===== src/rtl/sensor_poll_arbiter.sv =====
// sensor_poll_arbiter
//   Round-robin UART poller for NUM_SENSORS remote sensors. For each sensor it
//   sends a one-byte ID request. It then collects DATA_BYTES data bytes and a
//   CRC-8 byte (poly 0x07, init 0, MSB-first) and checks the CRC.
//   It retries on a CRC error or a byte timeout, and recovers to ID 1 after an
//   alarm frame. The last good frame is published on a 32-bit bus slave.
// Ports
//   clock, resetn                 clock, async active-low reset
//   chip_select, read, write      bus strobes
//   writedata                     [0] enable polling, [1] clear sticky flags
//   readdata                      {valid,alarm,tmo_err,crc_err,0,id,crc,data}
//   tx_data, tx_wr_en, tx_busy    uart transmit side
//   rx_data, rx_rdy, rx_rdy_clr   uart receive side
module sensor_poll_arbiter #(
    parameter int         NUM_SENSORS    = 5,
    parameter int         DATA_BYTES     = 1,
    parameter int         TIMEOUT_CYCLES = 50000,
    parameter int         MAX_RETRIES    = 3,
    parameter logic [7:0] ALARM_BYTE     = 8'hFF
) (
    input  logic        clock,
    input  logic        resetn,
    input  logic        chip_select,
    input  logic        read,
    input  logic        write,
    input  logic [31:0] writedata,
    output logic [31:0] readdata,
    output logic [7:0]  tx_data,
    output logic        tx_wr_en,
    input  logic        tx_busy,
    input  logic [7:0]  rx_data,
    input  logic        rx_rdy,
    output logic        rx_rdy_clr
);
    localparam int TW = $clog2(TIMEOUT_CYCLES + 1);
    localparam int RW = $clog2(MAX_RETRIES + 2);

    typedef enum logic [2:0] {S_IDLE, S_SEND, S_RECV, S_CHECK, S_FAIL, S_RECOVER} state_t;

    function automatic logic [7:0] crc8_byte(input logic [7:0] c, input logic [7:0] b);
        logic [7:0] r;
        r = c ^ b;
        for (int i = 0; i < 8; i++) r = r[7] ? ((r << 1) ^ 8'h07) : (r << 1);
        return r;
    endfunction

    state_t          state_q, state_d;
    logic [2:0]      id_q, id_d, id_next;
    logic            enable_q, enable_d;
    logic [RW-1:0]   retry_q, retry_d;
    logic [TW-1:0]   timer_q, timer_d;
    logic [1:0]      byte_cnt_q, byte_cnt_d;
    logic [7:0]      crc_q, crc_d;
    logic [15:0]     data_buf_q, data_buf_d;
    logic            cause_tmo_q, cause_tmo_d;
    logic            chk_ok_q, chk_ok_d;
    logic            chk_alarm_q, chk_alarm_d;
    logic [7:0]      tx_data_q, tx_data_d;
    logic            tx_wr_en_q, tx_wr_en_d;
    logic            rx_rdy_clr_q, rx_rdy_clr_d;
    logic            res_valid_q, res_valid_d;
    logic            res_alarm_q, res_alarm_d;
    logic            res_tmo_q, res_tmo_d;
    logic            res_crc_err_q, res_crc_err_d;
    logic [2:0]      res_id_q, res_id_d;
    logic [7:0]      res_crc_q, res_crc_d;
    logic [15:0]     res_data_q, res_data_d;

    assign id_next = (id_q == 3'(NUM_SENSORS)) ? 3'd1 : id_q + 3'd1;

    always_comb begin
        state_d       = state_q;
        id_d          = id_q;
        enable_d      = enable_q;
        retry_d       = retry_q;
        timer_d       = timer_q;
        byte_cnt_d    = byte_cnt_q;
        crc_d         = crc_q;
        data_buf_d    = data_buf_q;
        cause_tmo_d   = cause_tmo_q;
        chk_ok_d      = chk_ok_q;
        chk_alarm_d   = chk_alarm_q;
        tx_data_d     = tx_data_q;
        tx_wr_en_d    = 1'b0;
        rx_rdy_clr_d  = 1'b0;
        res_valid_d   = res_valid_q;
        res_alarm_d   = res_alarm_q;
        res_tmo_d     = res_tmo_q;
        res_crc_err_d = res_crc_err_q;
        res_id_d      = res_id_q;
        res_crc_d     = res_crc_q;
        res_data_d    = res_data_q;

        // Bus write comes first so that a flag set by the FSM below overrides a clear.
        if (chip_select && write) begin
            enable_d = writedata[0];
            if (writedata[1]) begin
                res_valid_d   = 1'b0;
                res_alarm_d   = 1'b0;
                res_tmo_d     = 1'b0;
                res_crc_err_d = 1'b0;
            end
        end

        case (state_q)
            S_IDLE: if (enable_q) state_d = S_SEND;
            S_SEND: begin
                if (!tx_busy) begin
                    tx_wr_en_d = 1'b1;
                    tx_data_d  = {5'b0, id_q};
                    byte_cnt_d = 2'd0;
                    timer_d    = '0;
                    crc_d      = 8'h00;
                    data_buf_d = 16'h0000;
                    state_d    = S_RECV;
                end
            end
            S_RECV: begin
                // While the clear pulse is out, the uart still shows the old byte.
                if (rx_rdy && !rx_rdy_clr_q) begin
                    rx_rdy_clr_d = 1'b1;
                    timer_d      = '0;
                    if (byte_cnt_q < 2'(DATA_BYTES)) begin
                        crc_d      = crc8_byte(crc_q, rx_data);
                        data_buf_d = {data_buf_q[7:0], rx_data};
                        byte_cnt_d = byte_cnt_q + 2'd1;
                    end else begin
                        // The CRC byte is judged here so that the result lands one cycle after it arrives.
                        state_d     = S_CHECK;
                        chk_ok_d    = (crc_q == rx_data);
                        chk_alarm_d = (data_buf_q[8*DATA_BYTES-1 -: 8] == ALARM_BYTE);
                        if (crc_q == rx_data) begin
                            res_id_d   = id_q;
                            res_crc_d  = crc_q;
                            res_data_d = data_buf_q;
                            if (data_buf_q[8*DATA_BYTES-1 -: 8] == ALARM_BYTE) res_alarm_d = 1'b1;
                            else                                              res_valid_d = 1'b1;
                        end else begin
                            res_crc_err_d = 1'b1;
                        end
                    end
                end else if (timer_q == TW'(TIMEOUT_CYCLES - 1)) begin
                    cause_tmo_d = 1'b1;
                    state_d     = S_FAIL;
                end else begin
                    timer_d = timer_q + 1'b1;
                end
            end
            S_CHECK: begin
                if (!chk_ok_q) begin
                    cause_tmo_d = 1'b0;
                    state_d     = S_FAIL;
                end else if (chk_alarm_q) begin
                    state_d = S_RECOVER;
                end else begin
                    retry_d = '0;
                    id_d    = id_next;
                    state_d = enable_q ? S_SEND : S_IDLE;
                end
            end
            S_FAIL: begin
                // Retries continue even if polling was disabled; only a finished sensor goes idle.
                if (retry_q < RW'(MAX_RETRIES)) begin
                    retry_d = retry_q + 1'b1;
                    state_d = S_SEND;
                end else begin
                    retry_d = '0;
                    if (cause_tmo_q) res_tmo_d = 1'b1;
                    id_d    = id_next;
                    state_d = enable_q ? S_SEND : S_IDLE;
                end
            end
            S_RECOVER: begin
                id_d    = 3'd1;
                retry_d = '0;
                state_d = enable_q ? S_SEND : S_IDLE;
            end
            default: state_d = S_IDLE;
        endcase
    end

    always_ff @(posedge clock or negedge resetn) begin
        if (!resetn) begin
            state_q       <= S_IDLE;
            id_q          <= 3'd1;
            enable_q      <= 1'b0;
            retry_q       <= '0;
            timer_q       <= '0;
            byte_cnt_q    <= 2'd0;
            crc_q         <= 8'h00;
            data_buf_q    <= 16'h0000;
            cause_tmo_q   <= 1'b0;
            chk_ok_q      <= 1'b0;
            chk_alarm_q   <= 1'b0;
            tx_data_q     <= 8'h00;
            tx_wr_en_q    <= 1'b0;
            rx_rdy_clr_q  <= 1'b0;
            res_valid_q   <= 1'b0;
            res_alarm_q   <= 1'b0;
            res_tmo_q     <= 1'b0;
            res_crc_err_q <= 1'b0;
            res_id_q      <= 3'd0;
            res_crc_q     <= 8'h00;
            res_data_q    <= 16'h0000;
        end else begin
            state_q       <= state_d;
            id_q          <= id_d;
            enable_q      <= enable_d;
            retry_q       <= retry_d;
            timer_q       <= timer_d;
            byte_cnt_q    <= byte_cnt_d;
            crc_q         <= crc_d;
            data_buf_q    <= data_buf_d;
            cause_tmo_q   <= cause_tmo_d;
            chk_ok_q      <= chk_ok_d;
            chk_alarm_q   <= chk_alarm_d;
            tx_data_q     <= tx_data_d;
            tx_wr_en_q    <= tx_wr_en_d;
            rx_rdy_clr_q  <= rx_rdy_clr_d;
            res_valid_q   <= res_valid_d;
            res_alarm_q   <= res_alarm_d;
            res_tmo_q     <= res_tmo_d;
            res_crc_err_q <= res_crc_err_d;
            res_id_q      <= res_id_d;
            res_crc_q     <= res_crc_d;
            res_data_q    <= res_data_d;
        end
    end

    assign tx_data    = tx_data_q;
    assign tx_wr_en   = tx_wr_en_q;
    assign rx_rdy_clr = rx_rdy_clr_q;
    assign readdata   = (chip_select && read)
                      ? {res_valid_q, res_alarm_q, res_tmo_q, res_crc_err_q, 1'b0,
                         res_id_q, res_crc_q, res_data_q}
                      : 32'h0;
endmodule


===== config.mk =====
export PLATFORM = sky130hd
export DESIGN_NAME = sensor_poll_arbiter
export DESIGN_NICKNAME = d
export VERILOG_FILES = /design/src/rtl/sensor_poll_arbiter.sv
export SDC_FILE = /design/constraint.sdc
export NUM_CORES = 1
export LEC_CHECK = 0
export ABC_CLOCK_PERIOD_IN_PS = 3600
export BUFFER_PORTS_ARGS = -buffer_cell sky130_fd_sc_hd__buf_2
export CAP_MARGIN = 20
export CORE_UTILIZATION = 40
export DETAILED_ROUTE_END_ITERATION = 10
export PLACE_DENSITY = 0.69
export SYNTH_ARGS = -nofsm -noshare
export SYNTH_HDL_FRONTEND = slang
export SYNTH_SLANG_ARGS = --single-unit

===== constraint.sdc =====
create_clock -name clock -period 3.6 [get_ports clock]
set_input_delay 0.36 -clock clock [delete_from_list [all_inputs] [get_ports clock]]
set_output_delay 0.36 -clock clock [all_outputs]
set_load 0.02 [all_outputs]

==> results.md <==
- The maximum number of pins on one net before global-route repair is 72.
- The synthesized instance count is 438.
- The CTS tree is done.
- The max-slew violation count is 0.
- In this run, post-CTS hold repair placed 0 buffers.
- For the final database, setup skew stands at 0.006261 ns.
- The largest single stage delay on the critical path is 0.56 ns.
- The region available for standard cell placement spans 10,940 um2.
- The number of DRC violations after detailed routing is 0.
- The internal power contribution is 0.002076 W.
- Summing all flip-flop and latch instances after layout gives 2278 um2.
- The sequential share of power is 43.4%.
- Summing over every cut layer, the via total after detailed routing is 3,330.
- The number of gates resized after CTS is 0.
- The multi-input combinational cell area is 2101 um2.
- The reg-to-reg critical path endpoint is res_data_q[12].
- The cell area that synthesis handed to floorplanning was 4548 um2.
- For this run, the detailed router's first-pass iteration total came to 4.
- Timing would allow up to 0.3776 GHz.
- The number of warnings printed during yosys synthesis is 0.
- The count of buffers added on input and output ports is 52.
- The number of setup violations in the final report is 0.
- The clock tree synthesis step divided the H-tree into 3 levels.
- STA classifies the critical path endpoint as a register.
- After synthesis, the share of flip-flops with an asynchronous set or reset is 100.0%.
- The first global-routing pass estimated 15,610 um of wire.
- The worst setup path is launched from a register.
- The half-perimeter wire length after detailed placement is 6551 um.
- The total I/O pin count is 89.
- Adding up every negative setup slack in the final design gives 0 ns.
- The clock period minus worst slack is 2.649 ns.
- The core utilization of the finished layout is 47.48%.
- The total CTS buffers is 9.
- In this run the cell area measured after placement is 4892 um2.
- Fill cells in the final layout number 1,000.
- The leakage component of the power is 2.623 nW.
- In the final layout, the share of cells above drive strength 1 is 21.88%.
- At the end of routability-driven placement, the weighted congestion stood at 0.8015.
- The cell at the root of the clock tree is sky130_fd_sc_hd__clkbuf_16.
- The clock net sink count is 91.
- The number of cells on the worst reg-to-reg path is 5.
- Setup repair after global routing left no endpoint under its margin.
- The final-report hold violation count was 0.
- The worst register-to-register path has a setup slack of 0.95 ns.
- At the pin with the least slew margin, the transition time is 0.8842 ns.
- The ratio of final minimum period to clock period is 73.57%.
- The clock insertion delay at the later pin of the skew report is 0.34 ns.
- The cell type of the slowest stage on the worst timing path is sky130_fd_sc_hd__dfrtp_1.
- The final instance area is 5192 um2.
- The power per cell area is 612.9 nW/um2.
- The switching part of the total power is 34.77%.
- The run finished with clean final reports.
- The mean instance size in the synthesized netlist is 10.38 um2.
- The reported net switching power is 0.001106 W.
- Once detail routing completed, the nets flagged for antenna violations numbered 0.
- The total congestion overflow after global routing is 0.
- The count of routing violations after the opening detailed-route iteration is 121.
- The buffer depth of the longest clock path is 2.
- The die covers 11,800 um2.
- Once the floorplan was initialized, standard cells occupied 41.59% of the core.
- The initial antenna violation count came to 0.
- The startpoint identified for the worst register-to-register timing path is state_q[0].
- The data arrival at the endpoint of the critical path is 2.87 ns.
- IR analysis of the VDD net gives a maximum drop of 221.2 uV.
- The synthesized design contains 0 enable-type register cells.
- The relative contribution of combinational cells to total power is 27.5%.
- Counting flops and latches in the post-synthesis netlist gives 91.
- The total routing usage reported by global routing is 16.99%.
- The number of antenna diodes in the final layout is 0.
- The post-CTS setup buffer count is 0.
- The critical path class is reg2reg.
- Of all nets on the critical path, the largest fanout is 28.
- Clock-pin slew was measured on the worst setup and hold paths at 0.06 ns.
- The relative contribution of the clock network to total power is 29.1%.
- Dividing the detail-routed wire length by the instance count gives 14.78 um.
- The class of the worst hold path is in2async.
- The register area share after synthesis is 50.10%.
- Among all flip-flop cells after synthesis, the most frequent one is sky130_fd_sc_hd__dfrtp_1.
- The detailed-route wire length is 9295 um.
- The signal on the critical path passes through or3b_1 > or3_4 > nor3_4 > buf_4 > mux2_2.
- For the worst setup path, the data required time is 3.82 ns.
- The height of the chip is 108.6 um.
- Relative to the synthesized area, the layout overhead comes to 14.17%.
- In this run the tightest slew margin relative to its limit is 41.06%.
- The synthesized netlist contains 55 unique library cells.
- The floorplan has 38 rows.
- In the routed layout, each cell is associated on average with a via count of 5.294.
- The count of max-cap constraint violations is 0.
- The via count of the first global-routing pass was 3,221.
- The chip width is 108.6 um.
- The total number of nets in the final design is 537.
-- power groups by stage --
stage	Sequential [W]	Combinational, W	Clock, W
2_1_floorplan	0.00134	0.000700	0
3_3_place_gp	0.00139	0.000854	0
3_5_place_dp	0.00140	0.000881	0
4_1_cts	0.00138	0.000886	0.000938
5_1_grt	0.00142	0.00100	0.000982
6_report	0.00138	0.000876	0.000925
-- how the worst max path moves through the flow --
stage | start | to | cells after the start
6_report | state_q[0] | res_data_q[12] | 5
5_1_grt | state_q[0] | res_data_q[12] | 5
4_1_cts | state_q[0] | res_data_q[4] | 5
3_5_place_dp | state_q[0] | res_data_q[13] | 5
3_3_place_gp | state_q[0] | res_data_q[10] | 5
2_1_floorplan | state_q[2] | res_crc_q[5] | 8
-- metrics by stage --
stage | setup WS, ns | total power, W | hold WS, ns | std cells
2_1_floorplan | 1.288 | 0.002036 | 0.06441 | 443
3_3_place_gp | 0.9872 | 0.002241 | 0.4595 | 613
3_5_place_dp | 0.9390 | 0.002279 | 0.4677 | 613
4_1_cts | 0.9274 | 0.003205 | 0.1759 | 629
5_1_grt | 0.8134 | 0.003399 | 0.2242 | 629
6_report | 0.9514 | 0.003182 | 0.1534 | 629
-- kinds of logic (layout without fill, tap and decap cells) --
group                    count (synthesis)  count (layout)  share of synthesized area, %
AND/OR/NAND/NOR                        163             163                         19.15
flip-flops                              91              91                         50.10
AO/OA/AOI/OAI                           81              81                         10.92
buffers and inverters                   37              83                         4.209
multiplexers                            35              35                         8.611
XOR/XNOR                                24              24                         5.282
adder cells (fa/ha/maj)                  6               6                         1.651
other                                    1               6                       0.08245
-- metal layers --
metal  routed length (um)  vias to the layer above  track usage (%)
li1                     -                     1633                -
met1                 4447                     1629            22.49
met2                 4402                       57            27.71
met3                  310                       11            3.168
met4                  134                        0            6.274
met5                    0                        -                0
-- synth_stat cells, types with 2 or more instances --
| master | instances | area share (%) |
|---|---|---|
| sky130_fd_sc_hd__and3_1 | 35 | 4.8 |
| sky130_fd_sc_hd__o31ai_1 | 6 | 0.99 |
| sky130_fd_sc_hd__nor2b_1 | 4 | 0.55 |
| sky130_fd_sc_hd__xor3_1 | 2 | 1.0 |
| sky130_fd_sc_hd__o21ai_0 | 39 | 4.3 |
| sky130_fd_sc_hd__xor2_1 | 7 | 1.3 |
| sky130_fd_sc_hd__nand4b_1 | 2 | 0.39 |
| sky130_fd_sc_hd__or3b_2 | 2 | 0.39 |
| sky130_fd_sc_hd__nor2_1 | 19 | 1.6 |
| sky130_fd_sc_hd__nand2b_1 | 5 | 0.69 |
| sky130_fd_sc_hd__a21o_1 | 3 | 0.50 |
| sky130_fd_sc_hd__mux2i_1 | 2 | 0.44 |
| sky130_fd_sc_hd__a21oi_1 | 13 | 1.4 |
| sky130_fd_sc_hd__nand3_1 | 11 | 1.2 |
| sky130_fd_sc_hd__dfrtp_1 | 90 | 50 |
| sky130_fd_sc_hd__mux2_1 | 8 | 2.0 |
| sky130_fd_sc_hd__buf_4 | 7 | 1.2 |
| sky130_fd_sc_hd__buf_6 | 3 | 0.74 |
| sky130_fd_sc_hd__xnor2_1 | 15 | 2.9 |
| sky130_fd_sc_hd__a22o_1 | 6 | 1.2 |
| sky130_fd_sc_hd__a2111oi_0 | 2 | 0.39 |
| sky130_fd_sc_hd__buf_2 | 2 | 0.22 |
| sky130_fd_sc_hd__mux2_2 | 25 | 6.2 |
| sky130_fd_sc_hd__nor3_1 | 6 | 0.66 |
| sky130_fd_sc_hd__clkbuf_1 | 14 | 1.2 |
| sky130_fd_sc_hd__nand4_1 | 7 | 0.96 |
| sky130_fd_sc_hd__or3_1 | 6 | 0.83 |
| sky130_fd_sc_hd__nand2_1 | 52 | 4.3 |
| sky130_fd_sc_hd__inv_1 | 10 | 0.83 |
| sky130_fd_sc_hd__a22oi_1 | 2 | 0.33 |
| sky130_fd_sc_hd__ha_1 | 6 | 1.7 |
| sky130_fd_sc_hd__and2_1 | 4 | 0.55 |
-- cells in the final DEF (no fill, tap or decap), drive strengths merged, types with 7 or more instances in the layout --
cell type and instances:
nand3 11, inv 10, or3 7, xnor2 15, o21ai 40, nor3 7
buf 57, and3 35, xor2 7, nor2 19, mux2 33, nand2 52
dfrtp 90, nand4 7, clkbuf 12, a21oi 14
-- final cells by class --
class | count | area share [%]
clock buffers | 12 | 5.133
clock inverters | 4 | 0.6506
inverters | 10 | 0.7229
multi-input cells | 315 | 40.46
flip-flops and latches | 91 | 43.88
well taps | 140 | 3.373
repair buffers | 57 | 5.783
-- worst max-delay path, delay by kind of cell, from the launching register on --
family,cells,cell delay (ns)
buf+inv,1,0.38
flops,1,0.56
mux,1,0.39
simple gates,3,1.19
-- sequential cells by signal, indices dropped and copies added (netlist names), 2 cells and up --
signal      cells
byte_cnt_q      2
crc_q           8
data_buf_q     16
id_q            3
res_crc_q       8
res_data_q     16
res_id_q        3
retry_q         3
state_q         3
timer_q        16
tx_data         3
Note: power is estimated with default switching activity, not from simulation.
